===== config.mk =====
export PLATFORM = sky130hd
export DESIGN_NAME = alu_issue_ctrl
export DESIGN_NICKNAME = d
export VERILOG_FILES = /design/src/rtl/alu_issue_ctrl.sv
export SDC_FILE = /design/constraint.sdc
export NUM_CORES = 1
export LEC_CHECK = 0
export BUFFER_PORTS_ARGS = -buffer_cell sky130_fd_sc_hd__buf_2
export CAP_MARGIN = 20
export CORE_UTILIZATION = 67
export DETAILED_ROUTE_END_ITERATION = 12
export GPL_ROUTABILITY_DRIVEN = 1
export PLACE_DENSITY_LB_ADDON = 0.05
export SYNTH_ARGS = -nofsm -noshare
export SYNTH_HDL_FRONTEND = slang
export SYNTH_SLANG_ARGS = --single-unit

===== constraint.sdc =====
create_clock -name clk -period 8.57 [get_ports clk]
set_clock_uncertainty 0.05 [all_clocks]
set_input_delay 1.714 -clock clk [delete_from_list [all_inputs] [get_ports clk]]
set_output_delay 1.714 -clock clk [all_outputs]
set_load 0.005 [all_outputs]

===== src/rtl/alu_issue_ctrl.sv =====
// alu_issue_ctrl: multi-cycle issue controller. It decodes one 16-bit instruction
// per transaction, drives the external ALU, and writes the result back to the
// 16x16 register file and the 5-bit PSR.
// Optional build macro ALU_CTRL_FAST_EN: removes the READ state, and the ALU
// inputs are then driven combinationally from the decode during EXEC.
module alu_issue_ctrl (
    input  logic        clk,
    input  logic        reset,
    input  logic [15:0] inst,
    input  logic        inst_valid,
    output logic        inst_ready,
    output logic [15:0] alu_a,
    output logic [15:0] alu_b,
    output logic [7:0]  alu_op,
    input  logic [15:0] alu_c,
    input  logic [4:0]  alu_flags,
    output logic [4:0]  psr,
    output logic        done,
    output logic        illegal,
    input  logic [3:0]  dbg_addr,
    output logic [15:0] dbg_data
);

    localparam int unsigned DW    = 16;
    localparam int unsigned NREGS = 16;
    localparam int unsigned FW    = 5;

    localparam logic [1:0] IDLE = 2'd0;
`ifndef ALU_CTRL_FAST_EN
    localparam logic [1:0] READ = 2'd1;
`endif
    localparam logic [1:0] EXEC = 2'd2;
    localparam logic [1:0] WB   = 2'd3;

    logic [1:0]    state;
    logic [1:0]    state_nx;
    logic [DW-1:0] inst_q;
    logic [DW-1:0] rf [NREGS];
    logic [DW-1:0] c_q;
    logic [FW-1:0] flags_q;
    logic [DW-1:0] alu_a_q;
    logic [DW-1:0] alu_b_q;
    logic [7:0]    alu_op_q;

    logic [3:0]    op_hi;
    logic [3:0]    op_lo;
    logic [3:0]    rd;
    logic [3:0]    rs;
    logic          reg_form;
    logic          imm_form;
    logic          is_cmp;
    logic          dec_legal;
    logic          dec_wr;
    logic [DW-1:0] dec_a;
    logic [DW-1:0] dec_b;

    logic          accept;
    logic          load_alu;
    logic          capture;
    logic          commit;
    logic          done_nx;
    logic          illegal_nx;

    // Decode of the accepted instruction; operands read from the current register file
    always_comb begin
        op_hi    = inst_q[15:12];
        rd       = inst_q[11:8];
        op_lo    = inst_q[7:4];
        rs       = inst_q[3:0];
        reg_form = 1'b0;
        imm_form = 1'b0;
        if (op_hi == 4'b0000) begin
            case (op_lo)
                4'b0101, 4'b0110, 4'b1001, 4'b1011,
                4'b0001, 4'b0010, 4'b0011: reg_form = 1'b1;
                default:                   reg_form = 1'b0;
            endcase
        end
        case (op_hi)
            4'b0101, 4'b0110, 4'b1001, 4'b1011: imm_form = 1'b1;
            default:                            imm_form = 1'b0;
        endcase
        is_cmp    = (reg_form && (op_lo == 4'b1011)) || (op_hi == 4'b1011);
        dec_legal = reg_form || imm_form;
        dec_wr    = dec_legal && !is_cmp;
        dec_a     = rf[rd];
        dec_b     = imm_form ? {8'h00, inst_q[7:0]} : rf[rs];
    end

    // Next-state and per-state control strobes
    always_comb begin
        state_nx   = state;
        accept     = 1'b0;
        load_alu   = 1'b0;
        capture    = 1'b0;
        commit     = 1'b0;
        done_nx    = 1'b0;
        illegal_nx = 1'b0;
        case (state)
            IDLE: begin
                if (inst_valid) begin
                    accept = 1'b1;
`ifdef ALU_CTRL_FAST_EN
                    state_nx = EXEC;
`else
                    state_nx = READ;
`endif
                end
            end
`ifndef ALU_CTRL_FAST_EN
            READ: begin
                load_alu = 1'b1;
                state_nx = EXEC;
            end
`endif
            EXEC: begin
`ifdef ALU_CTRL_FAST_EN
                load_alu = 1'b1;
`endif
                capture    = 1'b1;
                done_nx    = dec_legal;
                illegal_nx = !dec_legal;
                state_nx   = WB;
            end
            WB: begin
                commit   = 1'b1;
                state_nx = IDLE;
            end
            default: state_nx = IDLE;
        endcase
    end

    // FSM state register
    always_ff @(posedge clk) begin
        if (reset) state <= IDLE;
        else       state <= state_nx;
    end

    // Instruction capture, ALU operand latches, result capture and status pulses
    always_ff @(posedge clk) begin
        if (reset) begin
            inst_q   <= '0;
            alu_a_q  <= '0;
            alu_b_q  <= '0;
            alu_op_q <= '0;
            c_q      <= '0;
            flags_q  <= '0;
            done     <= 1'b0;
            illegal  <= 1'b0;
        end else begin
            done    <= done_nx;
            illegal <= illegal_nx;
            if (accept) inst_q <= inst;
            if (load_alu) begin
                alu_a_q  <= dec_a;
                alu_b_q  <= dec_b;
                alu_op_q <= {op_hi, op_lo};
            end
            if (capture) begin
                c_q     <= alu_c;
                flags_q <= alu_flags;
            end
        end
    end

    // Register file and PSR writeback; reset aborts any pending write
    always_ff @(posedge clk) begin
        if (reset) begin
            for (int i = 0; i < int'(NREGS); i++) rf[i] <= '0;
            psr <= '0;
        end else if (commit && dec_legal) begin
            psr <= flags_q;
            if (dec_wr) rf[rd] <= c_q;
        end
    end

`ifdef ALU_CTRL_FAST_EN
    // Fast build: decode feeds the ALU directly in EXEC, latched copy held elsewhere
    always_comb begin
        alu_a  = (state == EXEC) ? dec_a : alu_a_q;
        alu_b  = (state == EXEC) ? dec_b : alu_b_q;
        alu_op = (state == EXEC) ? {op_hi, op_lo} : alu_op_q;
    end
`else
    assign alu_a  = alu_a_q;
    assign alu_b  = alu_b_q;
    assign alu_op = alu_op_q;
`endif

    assign inst_ready = (state == IDLE);
    assign dbg_data   = rf[dbg_addr];

endmodule


==> metrics.md <==
| Metric | Value |
|---|---|
| Area Growth Syn to Fin | 10.4% |
| P_sw | 1.56 mW |
| DR pass1 iterations | 7 |
| Most frequent cell after synthesis | edfxtp_1 |
| Mapped Cells | 1444 |
| Combinational power share | 23.7% |
| Largest delay share family, worst path | buffers and inverters |
| Global route overflow | 0 |
| Tmin final | 5950 ps |
| Sequential area share after synthesis | 50.8% |
| Top area cells in the synthesized netlist | edfxtp_1 (41%), mux4_2 (19%), dfxtp_1 (9.6%), mux2i_1 (6.7%), nor2_1 (4.4%) |
| Initial drt markers | 2107 |
| Syn_area_per_cell | 12.9 µm² |
| TritonCTS buffer count | 37 |
| Crit path cell chain | buf_4 > buf_4 > mux4_2 > mux4_2 > buf_2 |
| P_leak | 6.96 nW |
| CTS tree | done |
| Switching Share | 31.5% |
| Post-Route WL | 58700 µm |
| Worst slew pin tran | 1220 ps |
| Antenna violations before repair | 0 |
| Crit Path Max Fanout | 39 |
| Achievable Freq | 0.168 GHz |
| Sequential share of power | 43.5% |
| Syn Nets | 1492 |
| Worst skew pair latency | 530 ps |
| Final setup violation count | 0 |
| Port Buf Inserts | 107 |
| CP Buf/Inv Count | 3 |
| Yosys warnings | 0 |
| Worst Path Required | 6810 ps |
| Asr flop ratio synth | 0% |
| CP max stage delay | 580 ps |
| Clk pwr share | 32.7% |
| Clock Tree Buf Depth | 3 |
| DRC viols | 0 |
| WL per Instance | 31.1 µm |
| Crit path DAT | 4180 ps |
| GR Util met2 | 60.1% |
| H-tree depth | 2 |
| Main synth FF type | edfxtp_1 |
| Final Hold Violating Endpoints | 0 |
| CP startpoint kind | input port |
| Met1 usage | 55.5% |
| EDFF count, synth | 256 |
| Final setup TNS | 0 ps |
| P_int | 3.39 mW |
| PwrDens | 240 mW/mm² |
| Routed Antenna Nets | 0 |
| Routed via count | 13800 |
| Tot GR Track Use | 42.1% |
| Largest net degree at the start of global routing | 82 |
| HPWL after detailed placement | 40700 µm |
| CTS resizes | 0 |
| Critical path type | input port to output port |
| Synth top area share | 41.1% |
| Clk sinks | 346 |
| GPL Wtd Cong | 0.969 |
| Area of the mapped netlist | 0.0187 mm² |
| CORE AREA | 0.0272 mm² |
| Root Driver | clkbuf_16 |
| Global-route wire length before repair | 85600 µm |
| Hold_buf cts | 0 |
| GRT met3 Usage | 20.7% |
| Overall Power | 4.95 mW |
| Slew headroom | 18.6% |
| Worst VDD drop | 196 µV |
| Status | finished, final reports clean |
| Clock transition at path regs | 60 ps |
| Hold Path Class | flip-flop to flip-flop |
| Die width | 169 µm |
| Nets | 1536 |
| Via-to-Cell Ratio | 7.29 |
| Commonest cells post-synth | edfxtp_1 (256), nor2_1 (217), mux4_2 (161) |
| RSZ-0062 raised after global routing | no |
| Tcrit/Tclk final | 69.4% |
| Setup Fix Bufs, Post-CTS | 0 |
| Grt peak-use layer | met2 |
| Yosys reg bits | 346 |
| Number of global-route vias before repair | 13400 |
| Fillers | 1753 |
| Critical-path top delay cell | mux4_2 |
| Slew Limit Fails | 0 |
| Initial Utilization | 68.8% |
| I/O pin count | 108 |
| Die height | 169 µm |
| Largest area contributor in the netlist | edfxtp_1 |
| Die ar. | 0.0286 mm² |
| Max-cap violations | 0 |
| Num rows | 60 |
| Worst setup EP type | output port |
| Layout cells sized above 1 | 28.1% |
| Post-synthesis cell type count | 52 |
| Diode count | 0 |
[layout make-up]
type,instances,area [µm²],area share [%]
Sequential cell,346,9500,46.1
Clock buffer,51,1050,5.10
Tap cell,372,465,2.26
Inverter,5,18.8,0.0910
Clock inverter,16,171,0.831
Timing Repair Buffer,134,747,3.62
Multi-Input combinational cell,964,8670,42.0
[worst reg2reg max path, cell delays in order (launching register included)]
cell     delay [ps]
dfxtp_1         450
nor2b_1         300
a22o_2          410
o21a_1          670
nand3_1         860
buf_4           520
o21ai_2         750
[power groups by stage]
stage	logic, mW	clock network [mW]	registers, mW
3_3_place_gp	1.12	0	2.17
6_report	1.17	1.62	2.15
3_5_place_dp	1.14	0	2.18
4_1_cts	1.15	1.62	2.14
5_1_grt	1.24	1.68	2.17
2_1_floorplan	0.867	0	2.04
[worst paths after layout]
path | from | slack [ps] | cells past startpoint | to
hold reg to reg | flags_q[1] | 400 | 2 | psr[1]
setup reg to reg | inst_q[12] | 4190 | 6 | rf[15][8]
setup / recovery | dbg_addr[0] | 2620 | 5 | dbg_data[5]
hold / removal | flags_q[1] | 400 | 2 | psr[1]
[per-layer routing]
layer | routed length [µm] | vias up
li1 | - | 5613
met1 | 20400 | 6704
met2 | 24900 | 1229
met3 | 10900 | 211
met4 | 2440 | 2
met5 | 37 | -
[cells in the final DEF, fill, tap and decap left out, types with 24 or more instances in the layout]
| master | n |
|---|---|
| a21oi_1 | 29 |
| dfxtp_1 | 85 |
| nand2_1 | 112 |
| mux4_2 | 161 |
| and2_2 | 24 |
| edfxtp_1 | 256 |
| and2_1 | 61 |
| nor2_1 | 217 |
| mux2i_1 | 125 |
| clkbuf_16 | 39 |
| buf_4 | 28 |
| buf_2 | 105 |
| o22ai_1 | 39 |
[registers in the layout (all words and copies together) (netlist names), named ones only]
| register | cells |
|---|---|
| alu_a | 16 |
| alu_b | 16 |
| alu_op | 8 |
| c_q | 16 |
| done | 1 |
| flags_q | 5 |
| illegal | 1 |
| inst_q | 16 |
| psr | 5 |
| rf | 256 |
| state | 2 |
[kinds of logic (layout without fill, tap and decap cells)]
family	after synthesis	in the layout	synth area share (%)
mux	301	301	27.0
flops	346	346	50.8
xor+xnor	1	1	0.0469
fa+ha+maj	4	4	0.268
compound gates	165	165	5.88
buf+inv	134	206	3.30
simple gates	493	493	12.7
[stage by stage]
stage | util, % | area (µm²) | cells | setup slack [ps] | hold slack, ps
3_5_place_dp | 71.3 | 19400 | 1819 | 2580 | 399
6_report | 75.9 | 20600 | 1888 | 2620 | 404
2_1_floorplan | - | 18700 | 1444 | 3410 | 381
3_3_place_gp | 71.3 | 19400 | 1819 | 2660 | 387
4_1_cts | 75.8 | 20600 | 1886 | 2580 | 405
5_1_grt | 75.9 | 20600 | 1888 | 2440 | 424
No activity file was read; power rests on OpenSTA's default activity.
